--- src/rtl/trace_pkg.sv ---
// Shared definitions for the trace packet receive path.
//
// Contents:
//   pkt_type_e    packet type field encoding (ADDR / READ / WRITE / TIME)
//   bit positions of the fields inside the reassembled 28-bit packet word
//   START_BIT     byte bit that flags byte 0 of a packet
//   pkt_type()    helper that extracts the type field from a packet word
package trace_pkg;

  typedef enum logic [1:0] {
    PKT_ADDR  = 2'b00,
    PKT_READ  = 2'b01,
    PKT_WRITE = 2'b10,
    PKT_TIME  = 2'b11
  } pkt_type_e;

  localparam int START_BIT     = 7;
  localparam int BYTES_PER_PKT = 4;
  localparam int BITS_PER_BYTE = 7;
  localparam int WORD_W        = BYTES_PER_PKT * BITS_PER_BYTE;

  localparam int RSV_MSB   = 27;
  localparam int RSV_LSB   = 25;
  localparam int TYPE_MSB  = 24;
  localparam int TYPE_LSB  = 23;
  localparam int PAYLOAD_W = 23;

  localparam int TS5_MSB  = 22;
  localparam int TS5_LSB  = 18;
  localparam int UBLB_MSB = 17;
  localparam int UBLB_LSB = 16;
  localparam int DATA_MSB = 15;
  localparam int DATA_LSB = 0;

  function automatic pkt_type_e pkt_type(input logic [WORD_W-1:0] w);
    return pkt_type_e'(w[TYPE_MSB:TYPE_LSB]);
  endfunction

endpackage

--- src/rtl/trace_byte_framer.sv ---
// Byte framer for the 4-byte trace packet stream.
//
// Hunts for the start byte, gathers bytes 1-3 and presents the reassembled
// 28-bit packet word in the same cycle the fourth byte is accepted, so the
// decode stage can register the result directly on that edge.
//
// Ports:
//   mclk, reset_n  clock, asynchronous active-low reset
//   in_data        packet byte
//   in_valid       byte available
//   in_ready       byte accepted when in_valid && in_ready
//   stall          downstream event register full and not draining
//   word           reassembled packet word (valid only with word_valid)
//   word_valid     complete, well-formed packet this cycle
//   frame_err      one-cycle framing error pulse (registered)
//
// state | meaning
// HUNT  | waiting for a byte with the start bit set
// B1    | byte 0 held, expecting byte 1
// B2    | bytes 0-1 held, expecting byte 2
// B3    | bytes 0-2 held, expecting byte 3 (blocked while stall)
module trace_byte_framer
  import trace_pkg::*;
(
  input  logic              mclk,
  input  logic              reset_n,
  input  logic [7:0]        in_data,
  input  logic              in_valid,
  output logic              in_ready,
  input  logic              stall,
  output logic [WORD_W-1:0] word,
  output logic              word_valid,
  output logic              frame_err
);

  typedef enum logic [1:0] {HUNT, B1, B2, B3} state_e;

  state_e      state;
  logic [20:0] acc;
  logic        accept;
  logic        start;

  // Only the last byte is held back: bytes 0-2 never produce an event,
  // so they can be absorbed while the event register is stalled.
  assign in_ready   = !(stall && (state == B3));
  assign accept     = in_valid && in_ready;
  assign start      = in_data[START_BIT];
  assign word       = {in_data[6:0], acc};
  assign word_valid = accept && (state == B3) && !start &&
                      (word[RSV_MSB:RSV_LSB] == 3'b000);

  always_ff @(posedge mclk or negedge reset_n) begin
    if (!reset_n) begin
      state     <= HUNT;
      acc       <= '0;
      frame_err <= 1'b0;
    end else begin
      frame_err <= 1'b0;
      if (accept) begin
        if (start) begin
          // A start byte always opens a new packet; mid-packet it also
          // abandons the partial one.
          acc[6:0]  <= in_data[6:0];
          state     <= B1;
          frame_err <= (state != HUNT);
        end else begin
          case (state)
            HUNT: frame_err <= 1'b1;
            B1: begin
              acc[13:7] <= in_data[6:0];
              state     <= B2;
            end
            B2: begin
              acc[20:14] <= in_data[6:0];
              state      <= B3;
            end
            B3: begin
              state     <= HUNT;
              frame_err <= (word[RSV_MSB:RSV_LSB] != 3'b000);
            end
          endcase
        end
      end
    end
  end

endmodule

--- src/rtl/trace_packet_decoder.sv ---
// Trace packet decoder: receive side of the RAM-tracer packet stream.
//
// Reassembles 4-byte packets, tracks burst address and absolute time, and
// emits one bus event per READ/WRITE packet through a single-entry event
// register with valid/ready handshake.
//
// Ports:
//   mclk, reset_n       clock, asynchronous active-low reset
//   in_data/valid/ready packet byte stream
//   ev_valid/ready      event handshake
//   ev_write            1 = write word, 0 = read word
//   ev_addr, ev_data    word address and data of the event
//   ev_ublb             byte lanes {ub, lb}
//   ev_time             absolute time of the event
//   frame_err           one-cycle framing error pulse
// Optional (macro TRACE_DEC_STATS_EN):
//   stats_clear         synchronous clear of both counters
//   pkt_count           valid packets seen
//   err_count           framing errors seen, saturating
module trace_packet_decoder
  import trace_pkg::*;
#(
  parameter int TIME_W = 32,
  parameter int ADDR_W = 23
) (
  input  logic              mclk,
  input  logic              reset_n,
  input  logic [7:0]        in_data,
  input  logic              in_valid,
  output logic              in_ready,
  output logic              ev_valid,
  input  logic              ev_ready,
  output logic              ev_write,
  output logic [ADDR_W-1:0] ev_addr,
  output logic [15:0]       ev_data,
  output logic [1:0]        ev_ublb,
  output logic [TIME_W-1:0] ev_time,
  output logic              frame_err
`ifdef TRACE_DEC_STATS_EN
  ,
  input  logic              stats_clear,
  output logic [31:0]       pkt_count,
  output logic [15:0]       err_count
`endif
);

  logic [WORD_W-1:0] word;
  logic              word_valid;
  logic              stall;
  logic [ADDR_W-1:0] addr_q;
  logic [TIME_W-1:0] time_q;
  logic [TIME_W-1:0] time_ts;
  logic              unused_rsv;

  assign stall      = ev_valid && !ev_ready;
  assign unused_rsv = ^word[RSV_MSB:RSV_LSB];
  assign time_ts    = time_q + TIME_W'(word[TS5_MSB:TS5_LSB]);

  trace_byte_framer u_framer (
    .mclk       (mclk),
    .reset_n    (reset_n),
    .in_data    (in_data),
    .in_valid   (in_valid),
    .in_ready   (in_ready),
    .stall      (stall),
    .word       (word),
    .word_valid (word_valid),
    .frame_err  (frame_err)
  );

  // The framer never completes a packet while stall is high, so a load
  // here only happens when the event register is empty or draining.
  always_ff @(posedge mclk or negedge reset_n) begin
    if (!reset_n) begin
      addr_q   <= '0;
      time_q   <= '0;
      ev_valid <= 1'b0;
      ev_write <= 1'b0;
      ev_addr  <= '0;
      ev_data  <= '0;
      ev_ublb  <= '0;
      ev_time  <= '0;
    end else begin
      if (ev_valid && ev_ready) ev_valid <= 1'b0;
      if (word_valid) begin
        case (pkt_type(word))
          PKT_ADDR: addr_q <= ADDR_W'(word[PAYLOAD_W-1:0]);
          PKT_READ, PKT_WRITE: begin
            time_q   <= time_ts;
            ev_valid <= 1'b1;
            ev_write <= (pkt_type(word) == PKT_WRITE);
            ev_addr  <= addr_q;
            ev_data  <= word[DATA_MSB:DATA_LSB];
            ev_ublb  <= word[UBLB_MSB:UBLB_LSB];
            ev_time  <= time_ts;
            addr_q   <= addr_q + 1'b1;
          end
          PKT_TIME: time_q <= time_q + TIME_W'(word[PAYLOAD_W-1:0]);
        endcase
      end
    end
  end

`ifdef TRACE_DEC_STATS_EN
  always_ff @(posedge mclk or negedge reset_n) begin
    if (!reset_n) begin
      pkt_count <= '0;
      err_count <= '0;
    end else if (stats_clear) begin
      pkt_count <= '0;
      err_count <= '0;
    end else begin
      if (word_valid) pkt_count <= pkt_count + 1'b1;
      if (frame_err && (err_count != 16'hFFFF)) err_count <= err_count + 1'b1;
    end
  end
`endif

endmodule

--- config.mk ---
export PLATFORM = sky130hd
export DESIGN_NAME = trace_packet_decoder
export DESIGN_NICKNAME = d
export VERILOG_FILES = /design/src/rtl/trace_pkg.sv /design/src/rtl/trace_byte_framer.sv /design/src/rtl/trace_packet_decoder.sv
export SDC_FILE = /design/constraint.sdc
export NUM_CORES = 1
export LEC_CHECK = 0
export ABC_AREA = 1
export BUFFER_PORTS_ARGS = -buffer_cell sky130_fd_sc_hd__buf_2
export CAP_MARGIN = 25
export CORE_MARGIN = 1
export CORE_UTILIZATION = 55
export DETAILED_ROUTE_END_ITERATION = 10
export HOLD_SLACK_MARGIN = 0.02
export PLACE_DENSITY = 0.79
export SLEW_MARGIN = 20
export SYNTH_ARGS = -nofsm -noshare
export SYNTH_HDL_FRONTEND = slang
export SYNTH_HIERARCHICAL = 1
export SYNTH_SLANG_ARGS = --single-unit
--- constraint.sdc ---
create_clock -name mclk -period 2.3 [get_ports mclk]
set_input_delay 0.575 -clock mclk [delete_from_list [all_inputs] [get_ports mclk]]
set_output_delay 0.575 -clock mclk [all_outputs]
set_load 0.005 [all_outputs]
==> metrics, run 1 <==
Syn Inst Count=1472; die span in y=137.6 um; Fin. Hold Viols=0; final hold slack=0.3443 ns; peak supply drop=0.0006534 V; crit path kind=flop to flop; antenna violations before repair=0; CTS tree=built; gpl congestion=0.9917; global-route wire length before repair=49510 um; CP max-delay cell=dfrtp_1; routed length per placed instance=17.18 um; dpl cell area=11260 um2; RSZ-0062 raised after global routing=no; Antenna Nets Post-Route=0; crit path DAT=2.51 ns; vias post-DR=10229; Nets=1660; worst hold stages=2; CP most frequent cell=nand2_1; fmax=0.4598 GHz; Die Area=18920 um2; CP Launch Point=time_q[0]; max-cap violations=0; initial core utilization=56.27%; clock latency at the later pin of the worst-skew pair=0.44 ns; Reg clk slew, reported paths=0.07 ns; Max-slew headroom=73.06%; layout cells sized above 1=16.09%; PwrDens=1022 nW/um2; Rows=49; Slew Limit Fails=0; FF-to-FF Start=time_q[0]; Setup WS pre-CTS=-0.06367 ns; port bufs=88; largest net degree at the start of global routing=58; Die X=137.6 um; GRT overflow=0; Hold Path Origin=ev_ready; CP Cell Sequence=ha_2, fa_2, nand3_1, nand3_1, nand2_1, nand2_1, nand2_1, nand2_1, nand2_1, nand2_1, nand2_1, nand3_1, nand2_1, nand2_1; Post-CTS Setup Bufs=0; area delta synth->final=18.10%; antenna cells=0; worst path required time=2.63 ns; clock sinks=154; clock buffer count from CTS=17; crit path capture type=flop; CTS H-tree lvls=4; Post-Syn Area per Cell=6.866 um2; clk root buf=clkbuf_16; drt first pass iters=5; cell area after synthesis=10110 um2; drc violations=0; r2r worst-path depth=14; Final Critical Period=2.175 ns; status=completed; Ports=89; initial drt markers=1013; clk buf depth=2; core area=17960 um2; Worst Setup Start Kind=flop; Hold WC Path Type=primary input to flop; YS warnings=6; Routed WL=31790 um; final number of setup-violating endpoints=0; Avg Vias per Cell=5.526; Final Util=66.45%; slowest stage delay, CP=0.42 ns; worst slew pin tran=0.4027 ns; Tcrit/Tclk final=94.56%; Mapped Nets=1523; Design Area, Final=11940 um2; Overall Global Routing Usage=35.21%; Final HPWL DP=24550 um; Final Skew=0.01205 ns; vias in the first global route=9278; Leak=6.472 nW; crit path max fanout=3; setup ws final=0.1250 ns
[through the flow]
step / power [mW] / setup TNS (ns) / cells
2_1_floorplan: 7.139 / 0 / 1472
3_3_place_gp: 8.955 / -0.1527 / 1818
3_5_place_dp: 9.105 / -0.2874 / 1818
4_1_cts: 11.99 / 0 / 1851
5_1_grt: 13.03 / 0 / 1851
6_report: 12.20 / 0 / 1851
[final timing paths]
path	end	slack [ns]
worst max-delay path	time_q[30]	0.13
worst min-delay path	ev_valid	0.34
worst min register to register	ev_data[0]	0.48
worst max register to register	time_q[30]	0.13
max in group asynchronous	u_framer/acc[12]	1.12
min in group asynchronous	ev_addr[8]	0.55
[area by class of cell]
class	count	area, um2
Fill cell	1604	6027
Multi-Input combinational cell	1059	5295
Sequential cell	154	3855
Timing Repair Buffer	163	1104
Inverter	214	803.3
Clock buffer	19	432.9
Tap cell	229	286.5
Clock inverter	13	160.2
[what timing repair did]
| action | in CTS | in global routing |
|---|---|---|
| hold endpoints to repair | 17 | 0 |
| hold buffers | 1 | 0 |
| setup endpoints to repair | 0 | 44 |
| resized for setup | 0 | 22 |
[cell usage in the layout (no fill, tap or decap), drive strengths merged]
master,count
buf,162
a21boi,2
o21a,1
clkinv,4
nor3,26
xor2,18
a21oi,47
nor3b,1
o211ai,8
nand2,500
clkbuf,19
fa,2
nand3b,1
bufinv,2
o22ai,3
nand3,121
and3,1
a22oi,1
clkinvlp,2
and2,2
nand4,16
dfrtp,154
nor2,121
ha,37
o21bai,1
a211oi,1
o21ai,114
nor4,1
or2,4
o31ai,1
a31oi,22
xnor2,7
inv,219
dlygate4sd3,1
[worst max-delay path: cells and delay by family (launching register included)]
family                     cells  cell delay [ns]
DFF                            1             0.42
adders and majority gates      2             0.56
and+or+nand+nor               12             1.11
[layer usage]
layer	part of all wire, %	wire length (um)	global-route usage, %	vias up
li1	-	-	-	4950
met1	46	14470	50.99	4765
met2	42	13320	50.98	468
met3	11	3405	9.676	46
met4	1.9	597	10.01	0
met5	0	0	0	-
[where the power goes]
part           leakage (nW)  internal (mW)  switching, mW
clock network         0.284           1.63           1.24
registers              1.99           3.47          0.852
logic                  4.20           1.87           3.15
total                  6.47           6.96           5.23
[registers in the layout, indices dropped and copies added, names as in the netlist]
name	flops
u_framer/frame_err	1
ev_write	1
ev_valid	1
u_framer/acc	21
u_framer/state	2
time_q	32
ev_ublb	2
ev_addr	23
ev_time	32
addr_q	23
ev_data	16
No activity file was read; power rests on OpenSTA's default activity.
==> run 2: changes to the inputs <==
==> constraint.sdc (replaced) <==
create_clock -name mclk -period 2.8 [get_ports mclk]
set_input_delay 0.7 -clock mclk [delete_from_list [all_inputs] [get_ports mclk]]
set_output_delay 0.7 -clock mclk [all_outputs]
set_load 0.005 [all_outputs]
==> metrics, run 2 (synthesis gave the netlist of run 1 again) <==
status=completed; area delta synth->final=12.49%; Worst Setup Start Kind=flop; Nets=1601 (-3.6%); antenna violations before repair=0 (unchanged); Max-slew headroom=54.03% (-19 points); crit path max fanout=5 (+2); clock latency at the later pin of the worst-skew pair=0.44 ns (about the same); die span in y=137.6 um (unchanged); clk root buf=clkbuf_16; crit path capture type=flop; CP most frequent cell=nand2_1; drt first pass iters=7 (+2); gpl congestion=1.021 (+2.9%); # fillers=1623 (+1.2%); initial drt markers=1136 (+12%); Avg Vias per Cell=5.617 (+1.6%); Final Critical Period=2.508 ns (+0.3331 ns); PwrDens=845.3 nW/um2 (-17%); Worst Path Buf+Inv=0 (unchanged); layout cells sized above 1=11.77% (-4.3 points); final hold slack=0.2404 ns (-0.1039 ns); clk buf depth=2 (unchanged); largest net degree at the start of global routing=64 (+10%); CTS Hold Bufs=0 (-1); peak supply drop=0.0005528 V (-15%); CTS H-tree lvls=4 (unchanged); worst slew pin tran=0.6843 ns (+0.2816 ns); CP max-delay cell=dfrtp_1; Leak=6.179 nW (-4.5%); clock buffer count from CTS=17 (unchanged); top flop regs=ev_time x32, time_q x32; commonest non-fill, non-tap cell in the layout=nand2_1; vias post-DR=10065 (-1.6%); Hold WC Path Type=primary input to asynchronous set/reset pin; global-route wire length before repair=45950 um (-7.2%); Ports=89 (unchanged); Routed WL=29360 um (-7.7%); antenna cells=0 (unchanged); Fin. Hold Viols=0 (unchanged); routed length per placed instance=16.38 um (-4.6%); initial core utilization=56.27% (unchanged); cts repair resizes=0 (unchanged); Overall Global Routing Usage=32.12% (-3.1 points); commonest non-fill, non-tap cells in the layout=nand2_1, inv_1, dfrtp_1; Die Area=18920 um2 (unchanged); Final Skew=0.009697 ns (-0.002349 ns); crit path kind=flop to flop; Reg area=3854 um2 (about the same); max-cap violations=0 (unchanged); multi-input logic area=5223 um2 (-1.4%); drc violations=0 (unchanged); final number of setup-violating endpoints=0 (unchanged); GRT overflow=0 (unchanged); port bufs=88 (unchanged); crit path DAT=2.83 ns (+0.32 ns); clock sinks=154 (unchanged); Final HPWL DP=22290 um (-9.2%); Die X=137.6 um (unchanged); Rows=49 (unchanged); core area=17960 um2 (unchanged); Final Util=63.29% (-3.2 points); CP Cell Sequence=ha_1, nand3_1, nand3_2, nand2_1, nand2_1, nand2_1, o21ai_0, nand3_1, nand3_1, nand2_1; cell family with most CP delay=simple AND/OR/NAND/NOR gates; Fin Setup TNS=0 ns (unchanged); fmax=0.3987 GHz (-13%); Antenna Nets Post-Route=0 (unchanged); vias in the first global route=8938 (-3.7%); worst path required time=3.12 ns (+0.49 ns); Reg clk slew, reported paths=0.07 ns (about the same); CTS tree=built; Tcrit/Tclk final=89.57% (-5.0 points); Slew Limit Fails=0 (unchanged); Post-CTS Setup Bufs=0 (unchanged); RSZ-0062 raised after global routing=no; slowest stage delay, CP=0.51 ns (+0.09 ns)
-- run 2: per-stage QoR --
| stage | power, mW | setup WS, ns | cell area [um2] | cells |
|---|---|---|---|---|
| final | 9.611 | 0.2919 | 11370 | 1792 |
| after global routing | 10.26 | 0.04764 | 11370 | 1792 |
| after CTS | 9.527 | 0.3109 | 11370 | 1792 |
| after detailed placement | 7.194 | 0.2182 | 10780 | 1760 |
| after global placement | 7.076 | 0.2896 | 10780 | 1760 |
| after floorplan | 5.864 | 0.5274 | 10110 | 1472 |
-- run 2: layout make-up --
class	count	area share, %
multi-input combinational	1059	45.93
sequential	154	33.89
inverter	214	7.065
timing repair buffer	104	5.425
clock buffer	20	3.929
tap	229	2.520
clock inverter	12	1.233
-- run 2: worst reg2reg max path, stage by stage (launching register included) --
cell and delay (ns):
dfrtp_1 0.51, ha_1 0.44, nand3_1 0.11, nand3_2 0.15, nand2_1 0.10, nand2_1 0.14, nand2_1 0.13, o21ai_0 0.45
nand3_1 0.19, nand3_1 0.12, nand2_1 0.05
-- run 2: power by group --
part	switching [mW]	leakage, nW	internal (mW)
clock	0.961	0.283	1.35
sequential	0.711	1.99	2.85
combinational	2.41	3.91	1.33
-- run 2: final timing paths --
kind                                  startpoint          to  slack (ns)  depth (start not counted)
worst max-delay path            u_framer/acc[20]  time_q[17]        0.29                         10
worst min-delay path                     reset_n  ev_addr[9]        0.24                          1
worst max register to register  u_framer/acc[20]  time_q[17]        0.29                         10
worst min register to register        ev_data[6]  ev_data[6]        0.48                          2
max in group asynchronous                reset_n  ev_time[1]        1.88                          2
min in group mclk                       ev_ready    ev_valid        0.47                          2
-- run 2: routing by layer --
metal | GRT usage (%) | share of wire [%] | vias to the layer above
met1 | 45.33 | 43 | 4625
met2 | 46.90 | 43 | 523
met5 | 0 | 0 | -
li1 | - | - | 4843
met4 | 11.97 | 2.9 | 0
met3 | 8.462 | 11 | 74
==> run 3: changes to the inputs <==
==> constraint.sdc (replaced) <==
create_clock -name mclk -period 2.42 [get_ports mclk]
set_input_delay 0.605 -clock mclk [delete_from_list [all_inputs] [get_ports mclk]]
set_output_delay 0.605 -clock mclk [all_outputs]
set_load 0.005 [all_outputs]
==> metrics, run 3 (synthesis gave the netlist of run 1 again) <==
worst path required time=2.75 ns (-0.37 ns); gpl congestion=1.003 (-1.7%); largest net degree at the start of global routing=56 (-13%); worst slew pin tran=0.5019 ns (-0.1824 ns); global-route wire length before repair=48180 um (+4.9%); Die Area=18920 um2 (unchanged); CP most frequent cell=nand2_1; die span in y=137.6 um (unchanged); routed length per placed instance=16.84 um (+2.8%); Fin Setup TNS=0 ns (unchanged); drc violations=0 (unchanged); max-cap violations=0 (unchanged); core area=17960 um2 (unchanged); PwrDens=967.0 nW/um2 (+14%); vias post-DR=10079 (+0.14%); port bufs=88 (unchanged); vias in the first global route=8922 (-0.18%); Reg area=3854 um2 (unchanged); Avg Vias per Cell=5.541 (-1.3%); GRT overflow=0 (unchanged); cts repair resizes=0 (unchanged); peak supply drop=0.0007258 V (+31%); CTS tree=built; top flop regs=ev_time x32, time_q x32; Fin. Hold Viols=0 (unchanged); Antenna Nets Post-Route=0 (unchanged); Routed WL=30640 um (+4.4%); Final HPWL DP=23700 um (+6.3%); Final Util=64.25% (+0.95 points); clk root buf=clkbuf_16; slowest stage delay, CP=0.44 ns (-0.07 ns); Max-slew headroom=66.54% (+13 points); commonest non-fill, non-tap cell in the layout=nand2_1; crit path max fanout=3 (-2); Worst Setup Start Kind=flop; clock latency at the later pin of the worst-skew pair=0.44 ns (about the same); Ports=89 (unchanged); Hold WC Path Type=primary input to asynchronous set/reset pin; clock sinks=154 (unchanged); final number of setup-violating endpoints=0 (unchanged); # fillers=1647 (+1.5%); RSZ-0062 raised after global routing=no; Post-CTS Setup Bufs=0 (unchanged); clock buffer count from CTS=17 (unchanged); crit path kind=flop to flop; CP max-delay cell=fa_1; cell family with most CP delay=simple AND/OR/NAND/NOR gates; crit path DAT=2.64 ns (-0.19 ns); fmax=0.4324 GHz (+8.5%); layout cells sized above 1=13.58% (+1.8 points); Nets=1628 (+1.7%); area delta synth->final=14.19%; antenna violations before repair=0 (unchanged); clk buf depth=2 (unchanged); Design Area, Final=11540 um2 (+1.5%); Worst Path Buf+Inv=0 (unchanged); commonest non-fill, non-tap cells in the layout=nand2_1, inv_1, dfrtp_1; dpl cell area=10970 um2 (+1.8%); Reg clk slew, reported paths=0.07 ns (about the same); multi-input logic area=5238 um2 (+0.29%); CTS H-tree lvls=4 (unchanged); Slew Limit Fails=0 (unchanged); status=completed; Leak=6.295 nW (+1.9%); antenna cells=0 (unchanged); initial core utilization=56.27% (unchanged); Final Skew=0.01018 ns (+0.0004878 ns); crit path capture type=flop; CTS Hold Bufs=0 (unchanged); initial drt markers=1051 (-7.5%); Overall Global Routing Usage=34.10% (+2.0 points); Final Critical Period=2.312 ns (-0.1956 ns); CP Cell Sequence=ha_1, fa_1, nand3_1, nand3_2, nand2_1, nand2_1, nand2_1, nand2_1, xnor2_1, nand2_1, nand3_1, nand2_1; Rows=49 (unchanged); drt first pass iters=6 (-1); Tcrit/Tclk final=95.56% (+6.0 points); Die X=137.6 um (unchanged)
==> run 3: changes by cell type in the layout (fill, tap and decap cells not counted), sizes merged <==
cell      delta
buf         +27
clkbuf       -2
clkinvlp     +1
clkinv       +1
inv          +2
bufinv       -2
==> run 3: layer usage <==
| metal | GRT usage [%] | part of all wire [%] |
|---|---|---|
| met1 | 50.54 | 45 |
| met2 | 47.54 | 41 |
| met3 | 8.720 | 11 |
| met4 | 11.66 | 2.2 |
| met5 | 0 | 0 |
==> run 3: power by group <==
group	internal, mW	switching [mW]
logic	1.61	2.89
clock network	1.36	1.18
registers	3.29	0.827
==> run 3: layout make-up <==
class	count	area share [%]
Clock inverter	14	0.9866
Clock buffer	18	3.805
Timing Repair Buffer	131	6.993
Sequential cell	154	33.39
Tap cell	229	2.483
Multi-Input combinational cell	1059	45.38
Inverter	214	6.960
==> run 3: path summary, 6_finish.rpt <==
kind / cells past startpoint / slack [ns] / to / startpoint
max in group asynchronous: 2 / 1.50 / ev_addr[3] / reset_n
worst max-delay path: 12 / 0.11 / time_q[14] / u_framer/acc[0]
worst min-delay path: 1 / 0.11 / ev_addr[8] / reset_n
worst min register to register: 2 / 0.48 / ev_addr[6] / ev_addr[6]
worst max register to register: 12 / 0.11 / time_q[14] / u_framer/acc[0]
min in group mclk: 2 / 0.38 / ev_valid / ev_ready
==> run 3: worst register-to-register path, delay by kind of cell (launching register included) <==
kind	cells	cell delay, ns
xor+xnor	1	0.24
fa+ha+maj	2	0.68
flops	1	0.40
simple gates	9	0.90
==> run 3: stage by stage <==
step | hold slack (ns) | power (mW) | setup slack, ns | instances
3_5_place_dp | 0.4684 | 8.489 | 0.06259 | 1787
6_report | 0.1140 | 11.16 | 0.1075 | 1819
2_1_floorplan | 0.3094 | 6.785 | 0.2424 | 1472
4_1_cts | 0.1303 | 11.05 | 0.1141 | 1819
3_3_place_gp | 0.4594 | 8.397 | 0.06373 | 1787
5_1_grt | 0.1410 | 11.94 | 0.006764 | 1819
